**src/rtl/addac_n_if.sv**
```systemverilog
// Handshake/result bundle for the addac_n accumulator.
//   a, sel0, sel1, in_valid              : operand, op select and strobe (master -> slave)
//   s, cout, ovf, ovf_sticky, zero,
//   out_valid, op_cnt                    : accumulator state and status (slave -> master)
// master: the requester driving operations; slave: the accumulator.
interface addac_n_if #(
    parameter int unsigned WIDTH = 8,
    parameter int unsigned CNT_W = 8
);
    logic [WIDTH-1:0] a;
    logic             sel0;
    logic             sel1;
    logic             in_valid;
    logic [WIDTH-1:0] s;
    logic             cout;
    logic             ovf;
    logic             ovf_sticky;
    logic             zero;
    logic             out_valid;
    logic [CNT_W-1:0] op_cnt;

    modport master (
        output a, sel0, sel1, in_valid,
        input  s, cout, ovf, ovf_sticky, zero, out_valid, op_cnt
    );

    modport slave (
        input  a, sel0, sel1, in_valid,
        output s, cout, ovf, ovf_sticky, zero, out_valid, op_cnt
    );
endinterface

```
**src/rtl/addac_n.sv**
```systemverilog
// Parametrised add/subtract accumulator with signed-overflow detection, sticky overflow,
// accepted-op counter and a one-cycle result-valid strobe.
// Ports:
//   clk    : rising-edge clock
//   rst_n  : asynchronous active-low reset
//   bus    : addac_n_if.slave (a, sel0, sel1, in_valid in; s, cout, ovf, ovf_sticky, zero,
//            out_valid, op_cnt out)
// Ops ({sel1,sel0}): 00 ADD, 01 SUB, 10 LOAD, 11 CLEAR.
// Build option: define ADDAC_SATURATE_EN to clamp s on ADD/SUB signed overflow instead of
// wrapping.
module addac_n #(
    parameter int unsigned WIDTH = 8,
    parameter int unsigned CNT_W = 8
) (
    input  logic       clk,
    input  logic       rst_n,
    addac_n_if.slave   bus
);
    typedef enum logic {StIdle, StUpd} state_e;

    state_e           state_q, state_d;
    logic [WIDTH-1:0] s_q, s_d;
    logic             cout_q, cout_d;
    logic             ovf_q, ovf_d;
    logic             sticky_q, sticky_d;
    logic [CNT_W-1:0] cnt_q, cnt_d;

    logic [1:0]       op;
    logic [WIDTH-1:0] b;
    logic [WIDTH-1:0] sum;
    logic             carry;
    logic             add_ovf;
    logic [WIDTH-1:0] arith_res;

    assign op = {bus.sel1, bus.sel0};

    // sel0 doubles as invert-operand and carry-in, so SUB is s + ~a + 1.
    assign b              = bus.sel0 ? ~bus.a : bus.a;
    assign {carry, sum}   = {1'b0, s_q} + {1'b0, b} + {{WIDTH{1'b0}}, bus.sel0};
    assign add_ovf        = (s_q[WIDTH-1] == b[WIDTH-1]) && (sum[WIDTH-1] != s_q[WIDTH-1]);

`ifdef ADDAC_SATURATE_EN
    // Overflow only occurs when both inputs share a sign, so s's sign gives the direction.
    always_comb begin
        arith_res = sum;
        if (add_ovf) begin
            arith_res = s_q[WIDTH-1] ? {1'b1, {(WIDTH-1){1'b0}}} : {1'b0, {(WIDTH-1){1'b1}}};
        end
    end
`else
    assign arith_res = sum;
`endif

    // Control FSM: state register
    always_ff @(posedge clk or negedge rst_n) begin
        if (!rst_n) begin
            state_q <= StIdle;
        end else begin
            state_q <= state_d;
        end
    end

    // Control FSM: next state
    always_comb begin
        state_d = bus.in_valid ? StUpd : StIdle;
    end

    // Control FSM: outputs
    always_comb begin
        bus.out_valid = (state_q == StUpd);
    end

    // Datapath next state
    always_comb begin
        s_d      = s_q;
        cout_d   = cout_q;
        ovf_d    = ovf_q;
        sticky_d = sticky_q;
        cnt_d    = cnt_q;
        if (bus.in_valid) begin
            unique case (op)
                2'b00, 2'b01: begin
                    s_d      = arith_res;
                    cout_d   = carry;
                    ovf_d    = add_ovf;
                    sticky_d = sticky_q | add_ovf;
                    cnt_d    = cnt_q + {{(CNT_W-1){1'b0}}, 1'b1};
                end
                2'b10: begin
                    s_d    = bus.a;
                    cout_d = 1'b0;
                    ovf_d  = 1'b0;
                    cnt_d  = cnt_q + {{(CNT_W-1){1'b0}}, 1'b1};
                end
                2'b11: begin
                    s_d      = '0;
                    cout_d   = 1'b0;
                    ovf_d    = 1'b0;
                    sticky_d = 1'b0;
                    cnt_d    = '0;
                end
            endcase
        end
    end

    always_ff @(posedge clk or negedge rst_n) begin
        if (!rst_n) begin
            s_q      <= '0;
            cout_q   <= 1'b0;
            ovf_q    <= 1'b0;
            sticky_q <= 1'b0;
            cnt_q    <= '0;
        end else begin
            s_q      <= s_d;
            cout_q   <= cout_d;
            ovf_q    <= ovf_d;
            sticky_q <= sticky_d;
            cnt_q    <= cnt_d;
        end
    end

    assign bus.s          = s_q;
    assign bus.cout       = cout_q;
    assign bus.ovf        = ovf_q;
    assign bus.ovf_sticky = sticky_q;
    assign bus.zero       = (s_q == '0);
    assign bus.op_cnt     = cnt_q;
endmodule

```
**src/flat_wrapper.sv**
```systemverilog
// flat-port wrapper written by rule: the top's interface ports become plain ports
module addac_n_flat 
#(
    parameter int unsigned WIDTH = 8,
    parameter int unsigned CNT_W = 8
)
  (clk, rst_n, bus_a, bus_sel0, bus_sel1, bus_in_valid, bus_s, bus_cout, bus_ovf, bus_ovf_sticky, bus_zero, bus_out_valid, bus_op_cnt);
  addac_n_if #(.WIDTH(WIDTH), .CNT_W(CNT_W)) bus_i ();
  input  logic clk;
  input  logic rst_n;
  input wire logic [$bits(bus_i.a)-1:0] bus_a;
  input wire logic [$bits(bus_i.sel0)-1:0] bus_sel0;
  input wire logic [$bits(bus_i.sel1)-1:0] bus_sel1;
  input wire logic [$bits(bus_i.in_valid)-1:0] bus_in_valid;
  output wire logic [$bits(bus_i.s)-1:0] bus_s;
  output wire logic [$bits(bus_i.cout)-1:0] bus_cout;
  output wire logic [$bits(bus_i.ovf)-1:0] bus_ovf;
  output wire logic [$bits(bus_i.ovf_sticky)-1:0] bus_ovf_sticky;
  output wire logic [$bits(bus_i.zero)-1:0] bus_zero;
  output wire logic [$bits(bus_i.out_valid)-1:0] bus_out_valid;
  output wire logic [$bits(bus_i.op_cnt)-1:0] bus_op_cnt;
  assign bus_i.a = bus_a;
  assign bus_i.sel0 = bus_sel0;
  assign bus_i.sel1 = bus_sel1;
  assign bus_i.in_valid = bus_in_valid;
  assign bus_s = bus_i.s;
  assign bus_cout = bus_i.cout;
  assign bus_ovf = bus_i.ovf;
  assign bus_ovf_sticky = bus_i.ovf_sticky;
  assign bus_zero = bus_i.zero;
  assign bus_out_valid = bus_i.out_valid;
  assign bus_op_cnt = bus_i.op_cnt;
  addac_n #(.WIDTH(WIDTH), .CNT_W(CNT_W)) u_core (.clk(clk), .rst_n(rst_n), .bus(bus_i));
endmodule
```
**config.mk**
```make
export PLATFORM = sky130hd
export DESIGN_NAME = addac_n_flat
export DESIGN_NICKNAME = d
export VERILOG_FILES = /design/src/rtl/addac_n_if.sv /design/src/rtl/addac_n.sv /design/src/flat_wrapper.sv
export SDC_FILE = /design/constraint.sdc
export NUM_CORES = 1
export LEC_CHECK = 0
export ABC_AREA = 0
export CORE_MARGIN = 2
export CORE_UTILIZATION = 38
export CTS_CLUSTER_SIZE = 40
export DETAILED_ROUTE_END_ITERATION = 10
export PLACE_DENSITY_LB_ADDON = 0.1
export RECOVER_POWER = 100
export SYNTH_ARGS = -nofsm -noshare
export SYNTH_HDL_FRONTEND = slang
export SYNTH_SLANG_ARGS = --single-unit
```
**constraint.sdc**
```tcl
create_clock -name clk -period 3.7 [get_ports clk]
set_clock_uncertainty 0.15 [all_clocks]
set_input_delay 0.925 -clock clk [delete_from_list [all_inputs] [get_ports clk]]
set_output_delay 0.925 -clock clk [all_outputs]
set_load 0.05 [all_outputs]
```
## Yosys cells after proc, flatten, opt, wreduce, memory -nomap -nowiden

Index checks and enable logic that the tools add are counted.
W data, S select, Z words.

| word-level totals | value |
|---|---|
| input bits | 13 |
| output and inout port bits | 21 |
| flip-flop bits (word level) | 20 |

| operators by class | value |
|---|---|
| reduce and logical (&&, ||, !) cells | 8 |
| $add $sub $neg | 3 |
| muxes and demuxes | 7 |
| bitwise operators | 2 |
| equality and inequality tests | 5 |

Operators with widths:

| kind | count |
|---|---|
| $pmux W8 S3 | 1 |
| $pmux W8 S2 | 1 |
| $add A8 B8 Y9 | 1 |
| $add A9 B1 Y9 | 1 |
| $add A8 B1 Y8 const B | 1 |
| $logic_not A8 Y1 | 1 |
| $mux W8 | 1 |
| $not A8 Y8 | 1 |
| $pmux W1 S2 | 3 |
| $eq A2 B2 Y1 const B | 2 |
| $reduce_or A2 Y1 | 2 |
| $reduce_or A3 Y1 | 1 |
| $eq A2 B1 Y1 const B | 1 |
| $logic_not A2 Y1 | 1 |
| $reduce_and A2 Y1 | 1 |
| $reduce_bool A2 Y1 | 1 |
| $eq A1 B1 Y1 | 1 |
| $logic_and A1 B1 Y1 | 1 |
| $mux W1 | 1 |
| $ne A1 B1 Y1 | 1 |
| $or A1 B1 Y1 | 1 |

## Longest topological paths before layout

Gate-level depths: netlist of run 1.

| depth | value |
|---|---|
| depth in word-level cells | 8 |
| depth in mapped cells | 8 |
| mapped depth without buffers | 7 |

## Worst setup path before layout of run 1

OpenSTA, ideal clock, no wires.

| path | value |
|---|---|
| kind | flip-flop to output port |
| start | reg u_core.s_q[1] (netlist: u_core.bus.s[1]) |
| end | out bus_zero |
| path buffers | 0 |
| required time | 2,625 ps |
| path slack | 815 ps |
| stages on the path, launching flop included | 3 |
| arrival | 1,810 ps |
| cell sequence | dfrtp_1 > or4_1 > nor2_1 |

| on the way | value |
|---|---|
| cells in the longest elaborated chain, start to end | 1 |

RTL lines:

| element | RTL line | text |
|---|---|---|
| start: declaration | addac_n.sv:22 | `logic [WIDTH-1:0] s_q, s_d;` |
| start signal: assignment | addac_n.sv:108 | `s_q <= '0;` |
| start signal: assignment | addac_n.sv:114 | `s_q <= s_d;` |
| $logic_not A8 Y1 | addac_n.sv:126 | `assign bus.zero = (s_q == '0);` |
| end: declaration | flat_wrapper.sv:19 | `output wire logic [$bits(bus_i.zero)-1:0] bus_zero;` |

Every way passes these cells.

## Worst setup path in the final report of run 1

| path | value |
|---|---|
| start | reg u_core.s_q[5] (netlist: u_core.bus.s[5]) |
| end | out bus_zero |

The elaborated chain is that of the path after synthesis.

==> results of run 1 <==
kinds of logic (layout without fill, tap and decap cells):
kind of cell,count (synthesis),in the layout,synth area share
xor gates and xnor gates,18,18,0.1160
buffers and inverters,14,47,0.03959
muxes,4,4,0.03499
and+or+nand+nor,45,45,0.1713
adders and majority gates,10,10,0.09761
AOI/OAI and AO/OA,37,37,0.1722
DFF,20,20,0.3683
cell usage after synthesis, drive strengths merged (2+ instances only):
library cell	number
nand3	4
nand2	10
a31oi	3
a221oi	2
nor2	11
nor3b	3
mux2	3
o21bai	2
dfrtp	20
o22ai	3
xnor2	4
nor2b	3
clkbuf	5
o21ai	12
xor2	14
a211oi	2
nand3b	2
a21oi	7
or4	2
and3	2
nand2b	2
nand4	3
inv	8
ha	9
flip-flops by register name (all words and copies together) (netlist names):
name                   cells
u_core.bus.out_valid       1
u_core.bus.s               8
u_core.bus.op_cnt          8
u_core.bus.ovf             1
u_core.bus.cout            1
u_core.bus.ovf_sticky      1
report_power, final:
group	switching (mW)	internal, mW
logic	0.479	0.274
clock network	0.0767	0.110
registers	0.0730	0.282
total	0.629	0.665
metal layers:
metal  global-route usage  routed length (um)  part of all wire
met4              0.03804                  21            0.0067
met3              0.04401                 123             0.039
met2               0.2943                1559              0.49
met5                    0                   0                 0
met1               0.2121                1445              0.46
critical path: stages (launching register included):
cell and delay (ps):
dfrtp_1 430, or4_1 550, nor2_1 110, dlygate4sd3_1 870
stage by stage:
| stage | instances | total power [mW] | cell area, um2 |
|---|---|---|---|
| 3_5_place_dp | 223 | 1.137 | 1738 |
| 4_1_cts | 227 | 1.329 | 1790 |
| 3_3_place_gp | 223 | 1.133 | 1738 |
| 5_1_grt | 227 | 1.386 | 1783 |
| 6_report | 227 | 1.294 | 1783 |
| 2_1_floorplan | 148 | 0.9024 | 1359 |
final timing paths:
check / startpoint / endpoint / slack [ps] / cells past startpoint
max in group asynchronous: rst_n / u_core.bus.s[3]$_DFFE_PN0P_ / 1800 / 1
hold / removal: u_core.bus.ovf$_DFFE_PN0P_ / u_core.bus.ovf$_DFFE_PN0P_ / 390 / 2
setup reg to reg: u_core.bus.s[0]$_DFFE_PN0P_ / u_core.bus.s[6]$_DFFE_PN0P_ / 1270 / 7
setup / recovery: u_core.bus.s[5]$_DFFE_PN0P_ / bus_zero / 340 / 3
min in group asynchronous: rst_n / u_core.bus.s[1]$_DFFE_PN0P_ / 1030 / 1
hold reg to reg: u_core.bus.ovf$_DFFE_PN0P_ / u_core.bus.ovf$_DFFE_PN0P_ / 390 / 2
cell type report:
cell class,count,share of cell area
Clock inverter,1,0.01684
Tap cell,46,0.03228
Clock buffer,3,0.01263
Timing Repair Buffer,35,0.1916
Inverter,8,0.01684
Multi-Input combinational cell,114,0.4491
Sequential cell,20,0.2807
==> flow_metrics.tcl, run 1 <==
set metrics [dict create \
    outcome "finished clean" \
    worstPathRequired_ps 2620 \
    cap_viol_max_count 0 \
    vias 1220 \
    nets 205 \
    grt_pass1_wl_mm 5.582 \
    routedWlPerCell_um 13.88 \
    synth.top_cell.area_share 0.3683 \
    grt_use_total 0.1703 \
    layout_common_cells "dlygate4sd3_1, dfrtp_1, xor2_1" \
    hp-class "flop to flop" \
    synth_area_leaders "dfrtp_1, xor2_1, ha_1" \
    cts_hold_buf 0 \
    cp.arrival_ps 2290 \
    io_pins 34 \
    crit_fanout 4 \
    core_um2 3390 \
    cts_made_buffers 3 \
    drc_errors 0 \
    gp_congestion 0.8435 \
    fmax_mhz 297.6 \
    synth_cells 148 \
    first_pass_iters 4 \
    leakage_nw 0.7936 \
    rsz0062_at_grt "no" \
    syn_area_per_cell_um2 9.181 \
    yosys.area.top_type "dfrtp_1" \
    yosysSeqAreaShare 0.3683 \
    h-tree-depth 1 \
    num_rows 21 \
    crit_type "flop to output pin" \
    grt_pass1_vias 1238 \
    wirelength_mm 3.150 \
    peakVddDrop_uv 457.0 \
    final_common_cell "dlygate4sd3_1" \
    cts_sinks 20 \
    cts-root-buf "clkbuf_4" \
    clkLatencyLatePin_ps 310 \
    detail-route-antenna-nets 0 \
    worst_slack_ps 339.4 \
    dp_hpwl_mm 2.380 \
    die_area_um2 4070 \
    tns_ps 0 \
    antenna_cells 0 \
    ys_seq_elements 20 \
    n_fill_cell 305 \
    relSlewSlack 0.3707 \
    seqCellArea_um2 500.5 \
    numPortBuffers 33 \
    antenna_found_initial 0 \
    clockBufferDepth 2 \
    synth-main-ff-cell "dfrtp_1" \
    synth_edf_count 0 \
    hold_ws_ps 387.7 \
    place_ws_ps 111.2 \
    maxSlewViolCount 0 \
    ctsResizeCount 0 \
    syn_nets 171 \
    ys_warn_count 0 \
    viasPerCell 5.374 \
    initial_core_util 0.4009 \
    max_slew.worst_pin.slew_ps 940.8 \
    grt_max_degree 21 \
    grt-ovfl-total 0 \
    multi_input_comb_area_um2 800.8 \
    ys_types 37 \
    finalCritPeriodShare 0.9083 \
    setup_viol 0 \
    die_y_um 63.80 \
    syn_area_um2 1359 \
    fin_crit_ps 3361 \
    end_kind "output pin" \
    drive_above_1_share 0.04420 \
    final_core_util 0.5260 \
    dieWidth_um 63.80 \
    clk_pin_slew_worst_paths_ps 120 \
    power.density_nw_per_um2 725.7 \
    postCtsSetupBuffers 0 \
    crit_path_start_kind "flop" \
    async_reset_ff_frac 1.000 \
    areaGrowthSynthToFinish_pct 31.22 \
    final_hold_viol_count 0 \
    cts_tree "built" \
    drt_iter0_drc 114 \
]
No activity file was read; power rests on OpenSTA's default activity.
==> run 2, diff against run 1 <==
--- a/config.mk
+++ b/config.mk
@@ -6,7 +6,7 @@
 export NUM_CORES = 1
 export LEC_CHECK = 0
 export ABC_AREA = 0
-export CORE_MARGIN = 2
+export CORE_MARGIN = 4
 export CORE_UTILIZATION = 38
 export CTS_CLUSTER_SIZE = 40
 export DETAILED_ROUTE_END_ITERATION = 10
==> flow_metrics.tcl, run 2 (synthesis gave the netlist of run 1 again) <==
set metrics [dict create \
    antenna_cells 0 \
    timing.rr.end "u_core.bus.s[6]$_DFFE_PN0P_" \
    p_seq_frac 0.289 \
    die_area_um2 4596 \
    whs_endpoint "u_core.bus.ovf_sticky$_DFFE_PN0P_" \
    postCtsSetupBuffers 0 \
    switching_power_mw 0.6290 \
    n_fill_cell 338 \
    timing.critical_path.slowest_stage_cell "dlygate4sd3_1" \
    cts_made_buffers 3 \
    nets 205 \
    cp.arrival_ps 2300 \
    reg2reg_slack_ps 1300 \
    io_pins 34 \
    leakage_nw 0.7794 \
    cts_hold_buf 0 \
    initial_core_util 0.4009 \
    r2r_cells 7 \
    fmax_mhz 296.6 \
    final_common_cell "dlygate4sd3_1" \
    p_int_mw 0.5936 \
    die_y_um 67.80 \
    clk_pin_slew_worst_paths_ps 120 \
    cpPeakStageDelay_ps 880 \
    crit_type "flop to output pin" \
    core_um2 3390 \
    worstPathRequired_ps 2620 \
    crit_fanout 5 \
    power_frac_comb 0.622 \
    drt_iter0_drc 59 \
    grt_use_total 0.1668 \
    ctsResizeCount 0 \
    layout_common_cells "dlygate4sd3_1, dfrtp_1, xor2_1" \
    cts-root-buf "clkbuf_4" \
    switching_share 0.5145 \
    rsz0062_at_grt "no" \
    hp-class "flop to flop" \
    tns_ps 0 \
    wirelength_mm 3.314 \
    finalCritPeriodShare 0.9111 \
    final_core_util 0.5172 \
    cts_tree "built" \
    place_ws_ps 194.1 \
    num_rows 21 \
    power.density_nw_per_um2 697.5 \
    antenna_found_initial 0 \
    h-tree-depth 1 \
    crit_path_start_kind "flop" \
    setup_viol 0 \
    clkLatencyLatePin_ps 310 \
    end_kind "output pin" \
    grt_pass1_vias 1246 \
    viasPerCell 5.319 \
    fin_crit_ps 3371 \
    drc_errors 0 \
    numPortBuffers 33 \
    cts_sinks 20 \
    min_path_cells 2 \
    areaGrowthSynthToFinish_pct 29.01 \
    pwr-share-clk 0.089 \
    outcome "finished clean" \
    cp_cell_sequence "or4_1, nor2_1, dlygate4sd3_1" \
    grt-ovfl-total 0 \
    gp_congestion 0.8042 \
    drive_above_1_share 0.03889 \
    detail-route-antenna-nets 0 \
    worst_slack_ps 328.9 \
    grt_pass1_wl_mm 5.816 \
    clockBufferDepth 2 \
    max_slew.worst_pin.slew_ps 915.6 \
    worstHoldStart "u_core.bus.ovf_sticky$_DFFE_PN0P_" \
    vias 1202 \
    grt_max_degree 21 \
    r2r-start "u_core.bus.s[0]$_DFFE_PN0P_" \
    crit_buf_inv 1 \
    maxSlewViolCount 0 \
    peakVddDrop_uv 325.5 \
    first_pass_iters 4 \
    crit_family "buffers and inverters" \
    routedWlPerCell_um 14.66 \
    dp_hpwl_mm 2.499 \
    final_hold_viol_count 0 \
    relSlewSlack 0.3876 \
    dieWidth_um 67.80 \
    cap_viol_max_count 0 \
]
-- run 2: cell types whose count changed in the layout (fill, tap and decap cells not counted), sizes merged --
cell and delta:
bufinv -1
-- run 2: worst max-delay path by stage --
stage | from | end | slack (ps) | cells after the start
2_1_floorplan | u_core.bus.s[1]$_DFFE_PN0P_ | bus_zero | 810 | 2
3_3_place_gp | bus_sel0 | u_core.bus.s[7]$_DFFE_PN0P_ | 230 | 8
3_5_place_dp | bus_sel0 | u_core.bus.s[7]$_DFFE_PN0P_ | 190 | 8
4_1_cts | u_core.bus.s[4]$_DFFE_PN0P_ | bus_zero | 360 | 3
5_1_grt | bus_sel0 | u_core.bus.ovf$_DFFE_PN0P_ | 200 | 9
6_report | u_core.bus.s[4]$_DFFE_PN0P_ | bus_zero | 330 | 3
-- run 2: power groups by stage --
stage	Sequential, mW	Clock (mW)	Combinational (mW)
finish	0.353	0.109	0.760
global route	0.366	0.125	0.827
CTS	0.358	0.114	0.791
detailed placement	0.362	0	0.784
global placement	0.359	0	0.779
floorplan	0.571	0	0.331
-- run 2: layout make-up --
type | count | area [um2] | area share
inverters | 8 | 30.03 | 0.01713
multi-input cells | 114 | 800.8 | 0.4568
well taps | 46 | 57.56 | 0.03283
repair buffers | 35 | 341.6 | 0.1949
clock buffers | 3 | 22.52 | 0.01285
flip-flops and latches | 20 | 500.5 | 0.2855
-- run 2: worst reg2reg max path: stages (launching register included) --
cell	delay (ps)
dfrtp_1	450
mux2_1	370
fa_1	410
a21o_1	200
a211oi_1	250
o21bai_1	150
xnor2_1	170
a31oi_1	100
-- run 2: layer usage --
| layer | global-route usage | vias to the layer above | routed length, um |
|---|---|---|---|
| met4 | 0.05955 | 0 | 54 |
| met1 | 0.2240 | 576 | 1561 |
| li1 | - | 598 | - |
| met5 | 0 | - | 0 |
| met3 | 0.02163 | 5 | 111 |
| met2 | 0.2734 | 23 | 1587 |
-- run 2: metrics by stage --
stage          hold slack [ps]  cells  instance area, um2  power (mW)
3_5_place_dp             383.7    223                1738       1.146
6_report                 395.5    226                1753       1.223
5_1_grt                  438.0    226                1753       1.319
3_3_place_gp             374.6    223                1738       1.139
4_1_cts                  404.4    226                1760       1.262
2_1_floorplan            479.4    148                1359      0.9024
==> run 3, diff against run 2 <==
--- a/config.mk
+++ b/config.mk
@@ -11,7 +11,7 @@
 export CTS_CLUSTER_SIZE = 40
 export DETAILED_ROUTE_END_ITERATION = 10
 export PLACE_DENSITY_LB_ADDON = 0.1
-export RECOVER_POWER = 100
+export SLEW_MARGIN = 25
 export SYNTH_ARGS = -nofsm -noshare
 export SYNTH_HDL_FRONTEND = slang
 export SYNTH_SLANG_ARGS = --single-unit
==> flow_metrics.tcl, run 3 (synthesis gave the netlist of run 1 again) <==
set metrics [dict create \
    outcome "finished clean" \
    grt_use_total 0.1668 \
    final_common_cell "clkdlybuf4s50_1" \
    switching_power_mw 0.6300 \
    nets 205 \
    n_fill_cell 337 \
    maxSlewViolCount 0 \
    antenna_cells 0 \
    p_int_mw 0.6193 \
    areaGrowthSynthToFinish_pct 29.19 \
    h-tree-depth 1 \
    antenna_found_initial 0 \
    io_pins 34 \
    clockBufferDepth 2 \
    final_hold_viol_count 0 \
    r2r_cells 7 \
    relSlewSlack 0.5731 \
    cts_sinks 20 \
    cp.arrival_ps 2230 \
    cts_hold_buf 0 \
    switching_share 0.5043 \
    initial_core_util 0.4009 \
    die_area_um2 4596 \
    end_kind "output pin" \
    power_frac_comb 0.629 \
    cap_viol_max_count 0 \
    wirelength_mm 3.291 \
    cts_tree "built" \
    layout_common_cells "clkdlybuf4s50_1, dfrtp_1, xor2_1" \
    cts_made_buffers 3 \
    p_seq_frac 0.285 \
    fin_crit_ps 3306 \
    crit_buf_inv 1 \
    cpPeakStageDelay_ps 810 \
    finalCritPeriodShare 0.8934 \
    crit_family "buffers and inverters" \
    routedWlPerCell_um 14.56 \
    first_pass_iters 4 \
    grt_max_degree 21 \
    drc_errors 0 \
    crit_path_start_kind "flop" \
    grt_pass1_wl_mm 5.816 \
    grt_pass1_vias 1246 \
    numPortBuffers 33 \
    timing.critical_path.slowest_stage_cell "clkdlybuf4s50_1" \
    ctsResizeCount 0 \
    setup_viol 0 \
    hold_ws_ps 393.5 \
    cts-root-buf "clkbuf_4" \
    worstPathRequired_ps 2620 \
    crit_fanout 5 \
    dp_hpwl_mm 2.499 \
    power.density_nw_per_um2 711.7 \
    crit_type "flop to output pin" \
    tns_ps 0 \
    grt-ovfl-total 0 \
    final_core_util 0.5179 \
    fmax_mhz 302.5 \
    place_ws_ps 194.1 \
    viasPerCell 5.323 \
    max_slew.worst_pin.slew_ps 638.3 \
    worst_slack_ps 394.3 \
    num_rows 21 \
    pwr-share-clk 0.086 \
    detail-route-antenna-nets 0 \
    clkLatencyLatePin_ps 310 \
    multi_input_comb_area_um2 804.5 \
    leakage_nw 0.7470 \
    peakVddDrop_uv 327.7 \
    drive_above_1_share 0.05556 \
    die_y_um 67.80 \
    reg2reg_slack_ps 1390 \
    clk_pin_slew_worst_paths_ps 110 \
    core_um2 3390 \
    cp_cell_sequence "or4_1, nor2_1, clkdlybuf4s50_1" \
    rsz0062_at_grt "no" \
    postCtsSetupBuffers 0 \
    dieWidth_um 67.80 \
    gp_congestion 0.8042 \
    seqCellArea_um2 500.5 \
    path_depth 3 \
    drt_iter0_drc 61 \
    hp-class "input port to async pin" \
    vias 1203 \
]
## run 3: changes by cell type in the layout (fill, tap and decap cells not counted)
cell,delta
mux2_4,+1
and2_0,-1
buf_4,+1
buf_2,+1
mux2_1,-1
dlygate4sd3_1,-24
clkdlybuf4s50_1,+23
clkbuf_1,-1
and2_1,+1
## run 3: final cells by class
| class | instances | share of cell area |
|---|---|---|
| Sequential cell | 20 | 0.2851 |
| Multi-Input combinational cell | 114 | 0.4583 |
| Clock buffer | 3 | 0.01283 |
| Timing Repair Buffer | 35 | 0.1939 |
| Tap cell | 46 | 0.03279 |
| Inverter | 8 | 0.01711 |
## run 3: final timing paths
check                                                   from                                end
setup / recovery                 u_core.bus.s[4]$_DFFE_PN0P_                           bus_zero
hold / removal                                         rst_n   u_core.bus.op_cnt[0]$_DFFE_PN0P_
setup reg to reg                 u_core.bus.s[0]$_DFFE_PN0P_        u_core.bus.s[6]$_DFFE_PN0P_
hold reg to reg            u_core.bus.ovf_sticky$_DFFE_PN0P_  u_core.bus.ovf_sticky$_DFFE_PN0P_
max in group asynchronous                              rst_n        u_core.bus.s[3]$_DFFE_PN0P_
min in group clk           u_core.bus.ovf_sticky$_DFFE_PN0P_  u_core.bus.ovf_sticky$_DFFE_PN0P_
## run 3: per-layer routing
metal | part of all wire | vias to the layer above | global-route usage
met5 | 0 | - | 0
met4 | 0.016 | 0 | 0.05955
met3 | 0.032 | 5 | 0.02163
met2 | 0.49 | 21 | 0.2734
met1 | 0.46 | 581 | 0.2240
li1 | - | 596 | -
## run 3: stage by stage
stage	power (mW)	std cells	instance area (um2)
CTS	1.262	226	1760
detailed placement	1.146	223	1738
global route	1.348	226	1755
finish	1.249	226	1755
global placement	1.139	223	1738
floorplan	0.9024	148	1359
## run 3: power groups by stage
stage | clock [mW] | combinational (mW) | sequential (mW)
2_1_floorplan | 0 | 0.331 | 0.571
3_3_place_gp | 0 | 0.779 | 0.359
3_5_place_dp | 0 | 0.784 | 0.362
4_1_cts | 0.114 | 0.791 | 0.358
5_1_grt | 0.125 | 0.853 | 0.369
6_report | 0.108 | 0.786 | 0.356
==> edit 1 (config.mk and constraints of run 1) <==
`WIDTH` is set to 8 in 3 places; all go to 6.
--- a/src/rtl/addac_n_if.sv
+++ b/src/rtl/addac_n_if.sv
@@ -5,5 +5,5 @@
 // master: the requester driving operations; slave: the accumulator.
 interface addac_n_if #(
-    parameter int unsigned WIDTH = 8,
+    parameter int unsigned WIDTH = 6,
     parameter int unsigned CNT_W = 8
 );
--- a/src/rtl/addac_n.sv
+++ b/src/rtl/addac_n.sv
@@ -10,5 +10,5 @@
 // wrapping.
 module addac_n #(
-    parameter int unsigned WIDTH = 8,
+    parameter int unsigned WIDTH = 6,
     parameter int unsigned CNT_W = 8
 ) (
--- a/src/flat_wrapper.sv
+++ b/src/flat_wrapper.sv
@@ -2,5 +2,5 @@
 module addac_n_flat 
 #(
-    parameter int unsigned WIDTH = 8,
+    parameter int unsigned WIDTH = 6,
     parameter int unsigned CNT_W = 8
 )
Interface: changed (resized bus_a and bus_s); port bits go from 34 to 30. The function was not compared with the original's and may differ.
==> edit 1 against run 1 <==
- the run now ends with design-rule violations left
- total power fell by 24%
- hold slack got worse by 3.0 ps
- register-to-register slack gained 340 ps
- design area shrank 17%
- setup slack better by 8.1 ps
- clock power down 31%
- area after synthesis is 16% lower
- sequential cell count decreased by 2
- routed wire length decreased by 17%
- largest power group unchanged
==> edit 1: results (changes against run 1) <==
Status: finished with violations (was finished, final reports clean)
Failing checks: design-rule violations
Setup Slack @ Placement: 477 ps (was 111 ps)
Nets: 170 (was 205)
Synthesized area per cell: 9.37 um2 (was 9.18 um2)
CP max stage delay: 890 ps (was 870 ps)
Ratio of cells with drive above 1 in the final layout: 0.0397 (was 0.0442)
Drt drc: 2 (was 0)
Vias in the first global route: 966 (was 1,238)
First-pass GRT wire length: 4380 um (was 5580 um)
# placed instances: 178 (was 223)
GPL Wtd Cong: 0.832 (was 0.844)
Syn_nets: 140 (was 171)
Total track usage: 0.170 (about the same)
Slew margin rel.: 0.450 (was 0.371)
WL/cell: 14.4 um (was 13.9 um)
Final HPWL DP: 1980 um (was 2380 um)
DRT Pass-1 Iters: 7 (was 4)
Synth unique cells: 34 (was 37)
Drt initial violations: 24 (was 114)
Synth top cells by count: dfrtp_1, nor2_1, xor2_1 (was dfrtp_1, xor2_1, o21ai_0)
Sequential area share after synthesis: 0.394 (was 0.368)
Worst Setup SP: u_core.bus.s[2]$_DFFE_PN0P_ (was u_core.bus.s[5]$_DFFE_PN0P_)
Final std cells w/o fill: 182 (was 227)
Top cells by area, synth: dfrtp_1, ha_1, xor2_1 (was dfrtp_1, xor2_1, ha_1)
edit 1: power by group through the flow:
stage                     clock (uW)  sequential, uW  combinational [uW]
final                            128             303                 547
after global routing             141             314                 594
after CTS                        130             308                 581
after detailed placement           0             311                 578
after floorplan                    0             477                 232
after global placement             0             310                 571
edit 1: logic make-up (layout without fill, tap and decap cells):
logic type | after synthesis | in the layout | synth area share
and+or+nand+nor | 47 | 47 | 0.225
AOI/OAI and AO/OA | 23 | 23 | 0.133
DFF | 18 | 18 | 0.394
xor gates and xnor gates | 13 | 13 | 0.0996
buffers and inverters | 12 | 41 | 0.0460
adders and majority gates | 7 | 7 | 0.0831
muxes | 2 | 2 | 0.0186
edit 1: cell type report:
class	count	area, um2
Clock buffer	4	36.3
Tap cell	31	38.8
Sequential cell	18	450
Timing Repair Buffer	31	298
Inverter	6	22.5
Fill cell	276	1330
Multi-Input combinational cell	92	632
edit 1: through the flow:
stage | utilization | total power, uW
floorplan | - | 710
global placement | 0.520 | 880
detailed placement | 0.520 | 889
CTS | 0.533 | 1020
global route | 0.527 | 1050
finish | 0.527 | 979
edit 1: routing by layer:
metal	GRT usage	vias to the layer above	part of all wire
met5	0	-	0
met4	0.0714	0	0.0088
met3	0.0330	4	0.036
met2	0.289	18	0.52
met1	0.209	469	0.43
li1	-	485	-
edit 1: final timing paths:
path,endpoint,slack [ps],cells past startpoint
worst min register to register,u_core.bus.ovf_sticky$_DFFE_PN0P_,380,2
min in group asynchronous,u_core.bus.op_cnt[0]$_DFFE_PN0P_,1000,1
max in group asynchronous,u_core.bus.ovf$_DFFE_PN0P_,1900,1
worst min-delay path,u_core.bus.ovf_sticky$_DFFE_PN0P_,380,2
worst max register to register,u_core.bus.cout$_DFFE_PN0P_,1610,7
worst max-delay path,bus_zero,350,3
==> edit 2 (config.mk and constraints of run 1) <==
Made on the original files. Make the reset (`rst_n`) synchronous in 2 clocked blocks. Comments in the files are not updated.
--- a/src/rtl/addac_n.sv
+++ b/src/rtl/addac_n.sv
@@ -53,5 +53,5 @@
 
     // Control FSM: state register
-    always_ff @(posedge clk or negedge rst_n) begin
+    always_ff @(posedge clk) begin
         if (!rst_n) begin
             state_q <= StIdle;
@@ -104,5 +104,5 @@
     end
 
-    always_ff @(posedge clk or negedge rst_n) begin
+    always_ff @(posedge clk) begin
         if (!rst_n) begin
             s_q      <= '0;
Behaviour: differs if rst_n is asserted again (counterexample within 4 cycles, from zero or initial values and one cycle with rst_n low); with rst_n held inactive, the same outputs for 10 cycles.
==> edit 2 against run 1 <==
- sequential cell count unchanged
- setup slack improved by 60 ps
- routed wire length about the same
- core utilization decreased by 1.7 points
- via count decreased by 3.1%
- area after synthesis decreased by 6.1%
- design area decreased by 6.2%
Power is not compared: it rests on default switching activity, and its combinational part moved more than twofold at a synthesized area within 25%.
==> edit 2: results (changes against run 1) <==
Status: finished, final reports clean (unchanged)
N_diodes: 0 (unchanged)
Worst Hold Launch: u_core.bus.ovf$_SDFFE_PN0P_ (was u_core.bus.ovf$_DFFE_PN0P_)
Final Max Tran Viols: 0 (unchanged)
CP Data Arrival Time: 2230 ps (was 2290 ps)
Crit path capture: bus_zero (unchanged)
Final HPWL DP: 2360 um (was 2380 um)
Placed cell area: 1660 um2 (was 1740 um2)
Initial antenna violation count: 0 (unchanged)
R2R Path Start: u_core.bus.s[0]$_SDFFE_PN0P_ (was u_core.bus.s[0]$_DFFE_PN0P_)
Top cells by area, synth: dfxtp_1, xor2_1, ha_1 (was dfrtp_1, xor2_1, ha_1)
GPL Wtd Cong: 0.842 (was 0.844)
CP Max Fanout: 5 (was 4)
Final WL: 3150 um (about the same)
Hold Slack: 330 ps (was 388 ps)
Slew margin rel.: 0.487 (was 0.371)
Sequential area share after synthesis: 0.314 (was 0.368)
DRT Pass-1 Iters: 4 (unchanged)
Drt initial violations: 31 (was 114)
CTS Buf Count: 3 (unchanged)
Hold depth: 2 (unchanged)
Ratio of cells with drive above 1 in the final layout: 0.0385 (was 0.0442)
Largest net degree at the start of global routing: 19 (was 21)
Vias in the first global route: 1,107 (was 1,238)
Input/output buffers: 33 (unchanged)
Syn_nets: 171 (unchanged)
Reg2Reg Depth: 7 (unchanged)
Post-CTS Resized: 0 (unchanged)
Hold path endpoint: u_core.bus.ovf$_SDFFE_PN0P_ (was u_core.bus.ovf$_DFFE_PN0P_)
Most common cell after layout, fill and taps aside: dlygate4sd3_1 (unchanged)
Setup Buffers After CTS: 0 (unchanged)
Total track usage: 0.179 (was 0.170)
Hold crit path type: reg2reg (unchanged)
Static leakage power: 0.000724 uW
Worst Setup SP: u_core.bus.s[4]$_SDFFE_PN0P_ (was u_core.bus.s[5]$_DFFE_PN0P_)
Yosys synthesis warning count: 0 (unchanged)
Hold buffers post-CTS: 0 (unchanged)
Clock Tree Root: clkbuf_4 (unchanged)
First-pass GRT wire length: 5050 um (was 5580 um)
Clock slew at reported path FFs: 120 ps (about the same)
Peak supply drop: 0.154 mV
Max Buffers Root-to-Sink: 2 (unchanged)
H-tree depth reported by CTS: 1 (unchanged)
Worst flop-to-flop path endpoint: u_core.bus.s[6]$_SDFFE_PN0P_ (was u_core.bus.s[6]$_DFFE_PN0P_)
Nets: 206 (was 205)
Synth top cells by count: dfxtp_1, nand2_1, xor2_1 (was dfrtp_1, xor2_1, o21ai_0)
Synth unique cells: 37 (unchanged)
Clock Latency Late Sink: 310 ps (about the same)
R2r setup slk: 1460 ps (was 1270 ps)
Vias per inst: 5.18 (was 5.37)
Asr flop ratio synth: 0 (was 1.00)
-- edit 2: changes by cell type in the layout (fill, tap and decap cells not counted), moves of 3 or more --
cell and change:
nor2b_1 +4, dfrtp_1 -20, nor3b_1 -3, inv_1 -5
dfxtp_1 +20, nand2_1 +5
-- edit 2: through the flow --
step	instances	setup slack (ps)	power (uW)
4_1_cts	228	457	612
6_report	228	400	597
3_5_place_dp	224	348	479
2_1_floorplan	148	906	408
3_3_place_gp	224	410	476
5_1_grt	228	222	629
-- edit 2: layout make-up --
cell class                      instances  area [um2]
Multi-Input combinational cell        119         821
Clock buffer                            4        36.3
Fill cell                             329        1610
Inverter                                3        11.3
Tap cell                               46        57.6
Timing Repair Buffer                   36         347
Sequential cell                        20         400
-- edit 2: layer usage --
metal  vias to the layer above  share of wire  global-route usage
met3                         5          0.044              0.0290
met1                       553           0.47               0.235
met4                         0          0.014              0.0578
li1                        594              -                   -
met5                         -              0                   0
met2                        30           0.47               0.299
-- edit 2: critical path: stages (launching register included) --
cell and delay (ps):
dfxtp_1 400, or4_1 530, nor2_1 110, dlygate4sd3_1 880
-- edit 2: where the power goes --
part	leakage (uW)	internal, uW	switching [uW]	total [uW]
Sequential	0.000163	227	14.7	242
Clock	0.0000210	60.2	75.0	135
Combinational	0.000539	87.2	132	220
Total	0.000724	375	222	597
-- edit 2: cells by family (layout without fill, tap and decap cells) --
family,Yosys count,in the layout,synth area share
buffers and inverters,9,43,0.0284
muxes,3,3,0.0274
adders and majority gates,10,10,0.104
AOI/OAI and AO/OA,34,34,0.181
DFF,20,20,0.314
xor gates and xnor gates,20,20,0.137
and+or+nand+nor,52,52,0.208
